[config.mk]
export PLATFORM = sky130hd
export DESIGN_NAME = button_hold_detect
export DESIGN_NICKNAME = d
export VERILOG_FILES = /design/src/rtl/button_hold_detect.sv
export SDC_FILE = /design/constraint.sdc
export NUM_CORES = 1
export LEC_CHECK = 0
export BUFFER_PORTS_ARGS = -buffer_cell sky130_fd_sc_hd__buf_2
export CAP_MARGIN = 25
export CELL_PAD_IN_SITES_DETAIL_PLACEMENT = 1
export CELL_PAD_IN_SITES_GLOBAL_PLACEMENT = 1
export CORE_MARGIN = 1.5
export CORE_UTILIZATION = 40
export CTS_CLUSTER_DIAMETER = 120
export DETAILED_ROUTE_END_ITERATION = 16
export GPL_TIMING_DRIVEN = 0
export PLACE_DENSITY_LB_ADDON = 0.1
export SETUP_SLACK_MARGIN = 0.2
export SKIP_LAST_GASP = 1
export SYNTH_ARGS = -nofsm -noshare
export SYNTH_HDL_FRONTEND = slang
export SYNTH_SLANG_ARGS = --single-unit
[constraint.sdc]
create_clock -name clk -period 2.72 [get_ports clk]
set_input_delay 0.544 -clock clk [delete_from_list [all_inputs] [get_ports clk]]
set_output_delay 0.544 -clock clk [all_outputs]
set_load 0.01 [all_outputs]
[src/rtl/button_hold_detect.sv]
`default_nettype none
// ============================================================================
//  Module   : button_hold_detect
//  Purpose  : Multi-channel active-low push-button front end. Each channel
//             synchronises its button, debounces press and release, reports
//             short/long presses and optional auto-repeat while held.
//  Revision : 1.0  initial release
// ============================================================================
module button_hold_detect #(
    parameter int NUM_CH          = 4,
    parameter int DEBOUNCE_CYCLES = 1_000_000,
    parameter int HOLD_CYCLES     = 50_000_000,
    parameter int REPEAT_CYCLES   = 0,
    parameter int CNT_W           = $clog2(
        ((DEBOUNCE_CYCLES > HOLD_CYCLES)
            ? ((DEBOUNCE_CYCLES > REPEAT_CYCLES) ? DEBOUNCE_CYCLES : REPEAT_CYCLES)
            : ((HOLD_CYCLES > REPEAT_CYCLES) ? HOLD_CYCLES : REPEAT_CYCLES)) + 1)
) (
    input  logic              clk,
    input  logic              rst_n,
    input  logic [NUM_CH-1:0] btn_n,
    output logic [NUM_CH-1:0] pressed,
    output logic [NUM_CH-1:0] held,
    output logic [NUM_CH-1:0] short_pulse,
    output logic [NUM_CH-1:0] long_pulse,
    output logic [NUM_CH-1:0] repeat_pulse
);

    // Compare values, pre-sized to the counter width. The repeat compare is
    // forced to zero when repeat is disabled so it never goes negative.
    localparam logic [CNT_W-1:0] c_DEB_CMP   = CNT_W'(DEBOUNCE_CYCLES);
    localparam logic [CNT_W-1:0] c_HOLD_LAST = CNT_W'(HOLD_CYCLES - 1);
    localparam logic [CNT_W-1:0] c_REP_LAST  = CNT_W'((REPEAT_CYCLES > 0) ? (REPEAT_CYCLES - 1) : 0);
    localparam logic [CNT_W-1:0] c_CNT_ONE   = CNT_W'(1);
    localparam logic [CNT_W-1:0] c_CNT_MAX   = {CNT_W{1'b1}};

    typedef enum logic [2:0] {
        ST_IDLE      = 3'd0,
        ST_DEB_PRESS = 3'd1,
        ST_PRESSED   = 3'd2,
        ST_HELD      = 3'd3,
        ST_DEB_REL_P = 3'd4,
        ST_DEB_REL_H = 3'd5
    } state_t;

    for (genvar i = 0; i < NUM_CH; i++) begin : g_ch
        logic             sync1_q;
        logic             sync2_q;
        state_t           state_q;
        logic [CNT_W-1:0] cnt_q;
        logic [CNT_W-1:0] rel_cnt_q;
        logic             pressed_q;
        logic             held_q;
        logic             short_q;
        logic             long_q;
        logic             repeat_q;
        logic             w_s;
        logic [CNT_W-1:0] w_cnt_inc;
        logic [CNT_W-1:0] w_rel_inc;

        assign w_s = sync2_q;

        // Saturating increments: the compares bound the counts, but a counter
        // must never wrap even if a compare value is unreachable.
        assign w_cnt_inc = (cnt_q == c_CNT_MAX) ? cnt_q : (cnt_q + c_CNT_ONE);
        assign w_rel_inc = (rel_cnt_q == c_CNT_MAX) ? rel_cnt_q : (rel_cnt_q + c_CNT_ONE);

        // Synchroniser plus per-channel press/hold/release state machine.
        // A glitch that returns to PRESSED/HELD takes a normal counting step
        // on the return edge, so only the cycles actually spent high are lost.
        always_ff @(posedge clk or negedge rst_n) begin
            if (!rst_n) begin
                sync1_q   <= 1'b1;
                sync2_q   <= 1'b1;
                state_q   <= ST_IDLE;
                cnt_q     <= '0;
                rel_cnt_q <= '0;
                pressed_q <= 1'b0;
                held_q    <= 1'b0;
                short_q   <= 1'b0;
                long_q    <= 1'b0;
                repeat_q  <= 1'b0;
            end else begin
                sync1_q  <= btn_n[i];
                sync2_q  <= sync1_q;
                short_q  <= 1'b0;
                long_q   <= 1'b0;
                repeat_q <= 1'b0;

                case (state_q)
                    ST_IDLE: begin
                        if (!w_s) begin
                            state_q <= ST_DEB_PRESS;
                            cnt_q   <= c_CNT_ONE;
                        end
                    end

                    ST_DEB_PRESS: begin
                        if (w_s) begin
                            state_q <= ST_IDLE;
                            cnt_q   <= '0;
                        end else if (cnt_q == c_DEB_CMP) begin
                            state_q   <= ST_PRESSED;
                            cnt_q     <= '0;
                            pressed_q <= 1'b1;
                        end else begin
                            cnt_q <= w_cnt_inc;
                        end
                    end

                    ST_PRESSED, ST_DEB_REL_P: begin
                        if (!w_s) begin
                            if (cnt_q == c_HOLD_LAST) begin
                                state_q <= ST_HELD;
                                cnt_q   <= '0;
                                long_q  <= 1'b1;
                                held_q  <= 1'b1;
                            end else begin
                                state_q <= ST_PRESSED;
                                cnt_q   <= w_cnt_inc;
                            end
                        end else if (state_q == ST_PRESSED) begin
                            state_q   <= ST_DEB_REL_P;
                            rel_cnt_q <= c_CNT_ONE;
                        end else if (rel_cnt_q == c_DEB_CMP) begin
                            state_q   <= ST_IDLE;
                            cnt_q     <= '0;
                            rel_cnt_q <= '0;
                            pressed_q <= 1'b0;
                            short_q   <= 1'b1;
                        end else begin
                            rel_cnt_q <= w_rel_inc;
                        end
                    end

                    ST_HELD, ST_DEB_REL_H: begin
                        if (!w_s) begin
                            state_q <= ST_HELD;
                            if (REPEAT_CYCLES > 0) begin
                                if (cnt_q == c_REP_LAST) begin
                                    cnt_q    <= '0;
                                    repeat_q <= 1'b1;
                                end else begin
                                    cnt_q <= w_cnt_inc;
                                end
                            end
                        end else if (state_q == ST_HELD) begin
                            state_q   <= ST_DEB_REL_H;
                            rel_cnt_q <= c_CNT_ONE;
                        end else if (rel_cnt_q == c_DEB_CMP) begin
                            state_q   <= ST_IDLE;
                            cnt_q     <= '0;
                            rel_cnt_q <= '0;
                            pressed_q <= 1'b0;
                            held_q    <= 1'b0;
                        end else begin
                            rel_cnt_q <= w_rel_inc;
                        end
                    end

                    default: begin
                        state_q   <= ST_IDLE;
                        cnt_q     <= '0;
                        rel_cnt_q <= '0;
                        pressed_q <= 1'b0;
                        held_q    <= 1'b0;
                    end
                endcase
            end
        end

        assign pressed[i]      = pressed_q;
        assign held[i]         = held_q;
        assign short_pulse[i]  = short_q;
        assign long_pulse[i]   = long_q;
        assign repeat_pulse[i] = repeat_q;
    end

endmodule
`default_nettype wire

-- After elaboration in Yosys (flattened, before gate mapping)
Cells that the tools add are included.
- flip-flop bits (word level): 244
- latch bits: 0
- bits in writable memories: 0
- ROM bits: 0
- input port bits: 6
- output and inout port bits: 20
- word-level logic and storage cells: 372
- memories kept: 0
- $add $sub $neg: 8
- multiply operators: 0
- divide/modulo/power cells: 0
- order comparisons: 0
- equality and inequality tests: 88
- shifts and indexed selects: 0
- multiplexer cells: 196
- bitwise logic cells: 8
- reductions and logical operators: 36
- operators by type and width (kind ; number):
    $mux W26 ; 64
    $pmux W26 S4 ; 4
    $eq A26 B26 Y1 const B ; 12
    $pmux W26 S3 ; 4
    $add A26 B1 Y26 const B ; 8
    $eq A26 B20 Y1 const B ; 8
    $mux W3 ; 32
    $mux W1 ; 80
    $ne A2 B2 Y1 const B ; 40
    $pmux W3 S4 ; 4
    $reduce_and A7 Y1 ; 4
    $eq A3 B2 Y1 const B ; 8
    $eq A3 B3 Y1 const B ; 8
    $ne A3 B3 Y1 const B ; 8
    $reduce_and A6 Y1 ; 4
    $reduce_or A2 Y1 ; 12
    $pmux W1 S4 ; 4
    $reduce_and A4 Y1 ; 4
    $eq A3 B1 Y1 const B ; 4
    $logic_not A3 Y1 ; 4
    $pmux W1 S3 ; 4
    $reduce_and A3 Y1 ; 4
    $not A1 Y1 ; 8
    $reduce_and A2 Y1 ; 4

-- Depth between registers and ports, before layout
- depth after elaboration: 6
- depth in mapped cells: 10
- depth with buffers taken out: 8

-- Least setup slack after synthesis
Ideal clock, no wire load.
- path kind: register to register
- start: reg g_ch[0].cnt_q[10]
- end: reg g_ch[0].cnt_q[6]
- library setup time: 126 ps
- arrival time: 2388 ps
- data required time: 2594 ps
- path slack: 206 ps
- stages on the path, launching flop included: 9
- path buffers: 2
- clock period less this slack: 2514 ps
- cell sequence: dfrtp_1 -> or4b_1 -> or4_4 -> o41ai_4 -> a21oi_2 -> buf_6 -> buf_6 -> a31oi_1 -> a21oi_1
- longest elaborated chain between the ends: 5
- elaborated cells between the ends (all ways): 9
- classes of those cells: 3 x eq/ne; 6 x mux
- RTL lines (item ; RTL line ; text):
    from (decl) ; 50 ; logic [CNT_W-1:0] cnt_q;
    from (signal assigned) ; 94 ; cnt_q <= c_CNT_ONE;
    from (signal assigned) ; 107 ; cnt_q <= w_cnt_inc;
    from (signal assigned) ; 120 ; cnt_q <= w_cnt_inc;
    $eq A26 B26 Y1 ; 65 ; assign w_cnt_inc = (cnt_q == c_CNT_MAX) ? cnt_q : (cnt_q + c_CNT_ONE);
    $mux W26 ; 65 ;
    $mux W26 (on tied branches) ; 113, 102 ;
    $mux W26 (on tied branches) ; 112, 99 ;
    $pmux W26 S4 (*) ; 90 ; case (state_q)
Every way passes the cells marked *; elsewhere a longest branch is shown, timed or not.
A chain may end at the register's enable or synchronous reset.

-- Worst setup path after layout
Same ends and word-level chain as after synthesis.

==> metrics <==
Vias/cell 6.06; Worst Path Class, Setup reg -> reg; Cell variety after synth 87; Top Usage Layer GRT met2; CP Data Arrival Time 3.21 ns; initial antenna violation count 0; Async SR Flop Fraction 100%; ratio of final minimum period to clock period 101%; placement row count 70; DR pass1 iterations 7; violated checks negative setup slack; fmax 0.364 GHz; crit path max fanout 7; CTS tree yes; die width 196 µm; slowest stage cell, crit path or4_4; Final Skew 0.0150 ns; pwr dens 513 mW/mm²; outcome finished, violations left; WL per Instance 19.7 µm; Req. time, crit path 3.18 ns; placed cells 2254; first-pass GRT wire length 79100 µm; number of global-route vias before repair 15000; post-synthesis sequential area ratio 40.9%; Worst Slack Setup Final -0.0289 ns; worst ir drop on vdd 0.486 mV; GRT overflow 0; H-tree depth 1; Clk pin slew, worst setup/hold paths 0.06 ns; Die H 196 µm; share of cells above drive strength 1 19.3%; ys flop type dfrtp_1; Syn Inst Count 1758; final WL 47000 µm; met2 usage 41.4%; Syn Std Cell Area 0.0150 mm²; cell breakdown of the critical path or4b_4 > or4_4 > o41ai_4 > a21oi_4 > buf_8 > buf_4 > buf_16 > a21oi_2 > a21oi_1; max-cap violations 0; Std-Cell Core Area 0.0367 mm²; clk_lat worst skew 0.58 ns; total CTS buffers 31; Yosys reg bits 244; die area 0.0386 mm²; CP max stage delay 0.57 ns; Fin. Hold Viols 0; # IOs 26; Final min period 2.75 ns; GRT Total Usage 24.6%; YS warnings 0; Slew Viols, Final 0; post-route ant nets 0; Leak 7.54 nW; largest net degree at the start of global routing 116; RSZ-0062 raised after global routing yes; Post-synth EDFFs 0; Starting Density 40.8%; worst slew pin tran 0.917 ns; Crit. End Element flop; # diodes 0; Synth Area per Inst 8.51 µm²; post-route insts no fill 2388; GR Layer Usage met3 2.67%; Final #Nets 1918; Placer Congestion 0.846; GR met1 Demand/Resource 33.8%; hold_ws 0.0674 ns; hpwl dp 31300 µm; setup slack at placement -0.471 ns; setup TNS -0.0307 ns; Slew headroom 38.4%; root buf cell clkbuf_16; Worst Hold Class in -> reg; DR vias 14500; number of setup violations in the final report 2; Longest Clk Path Bufs 3; area growth from synthesis to layout 23.0%; clock tree sinks 244; DRT iter0 DRCs 866; IO buf count 21; DRC 0; startpoint types flop
Yosys cell counts (39+ instances only):
cell      count  area, µm²
a21oi_1     106        531
a31oi_1      82        513
and3_1       46        288
clkbuf_1     67        251
dfrtp_1     236       5910
inv_1        54        203
nand2_1     141        529
nand3_1     135        676
nand4_1      76        475
nor2_1      173        649
nor3_1       50        250
nor4_1       45        282
o21ai_0      76        380
xnor2_1      39        342
path summary, 6_finish.rpt:
check	startpoint	end	slack [ns]	cells past startpoint
min in group asynchronous	rst_n	g_ch[0].long_q	0.47	2
setup / recovery	g_ch[0].cnt_q[10]	g_ch[0].cnt_q[6]	-0.03	9
hold reg to reg	g_ch[1].sync1_q	g_ch[1].sync2_q	0.35	0
hold / removal	btn_n[0]	g_ch[0].sync1_q	0.07	1
max in group asynchronous	rst_n	g_ch[2].cnt_q[0]	1.22	3
setup reg to reg	g_ch[0].cnt_q[10]	g_ch[0].cnt_q[6]	-0.03	9
kinds of logic after synthesis:
group | synth area share [%]
simple gates | 28.8
other cells | 0.0251
flops | 40.9
buf+inv | 4.87
compound gates | 19.0
xor+xnor | 4.16
mux | 0.678
fa+ha+maj | 1.54
power by group:
part | internal, W | switching (W)
sequential | 0.00373 | 0.000124
clock | 0.00287 | 0.00169
combinational | 0.000382 | 0.000656
worst max-delay path: cells and delay by family (launching register included):
family	cells	cell delay, ns
buffers and inverters	3	0.46
AOI/OAI and AO/OA	4	0.64
DFF	1	0.40
and+or+nand+nor	2	1.12
metrics by stage:
stage                     instance area, µm²  total power, W  utilization (%)
after floorplan                        15000         0.00441                -
after global routing                   18400         0.00982             50.2
final                                  18400         0.00945             50.2
after detailed placement               15700         0.00475             42.9
after global placement                 15700         0.00470             42.7
after CTS                              17700         0.00948             48.1
metal layers:
layer,vias up,share of wire [%]
met5,-,0
met4,0,1.9
met3,68,2.5
met2,191,48
met1,7342,47
li1,6861,-
area by class of cell:
cell class / count / area, µm²
Clock buffer: 39 / 856
Sequential cell: 244 / 6130
Timing Repair Buffer: 105 / 837
Tap cell: 468 / 586
Multi-Input combinational cell: 1354 / 8870
Inverter: 54 / 203
Fill cell: 4259 / 18300
Clock inverter: 18 / 270
Buffer: 106 / 657
placed cells by master (no fill, tap or decap), drive strengths merged, types with 22 or more instances in the layout:
cell / Yosys / layout
dfrtp: 236 / 236
nor2: 175 / 175
buf: 42 / 153
nand2: 141 / 141
nand3: 135 / 135
a21oi: 107 / 107
clkbuf: 67 / 96
a31oi: 82 / 82
o21ai: 80 / 80
nand4: 76 / 76
inv: 54 / 54
nor3: 50 / 50
and3: 46 / 46
nor4: 45 / 45
xnor2: 39 / 39
xor2: 32 / 32
and4: 26 / 26
nand2b: 22 / 22
registers in the layout, indices dropped and copies added, names as in the netlist:
register / flops
g_ch.long_q: 4
g_ch.state_q: 12
g_ch.pressed_q: 4
g_ch.sync1_q: 4
g_ch.held_q: 4
g_ch.sync2_q: 4
g_ch.rel_cnt_q: 104
g_ch.cnt_q: 104
g_ch.short_q: 4
repair_timing:
item                                    in CTS  in global routing
endpoints found under the setup margin     197                178
hold endpoints to repair                    45                  0
pin swaps                                   21                 31
gates resized for setup                    105                150
setup buffers                               39                 37
gates cloned                                 3                  0
hold buffers                                 1                  0
No activity file was read; power rests on OpenSTA's default activity.
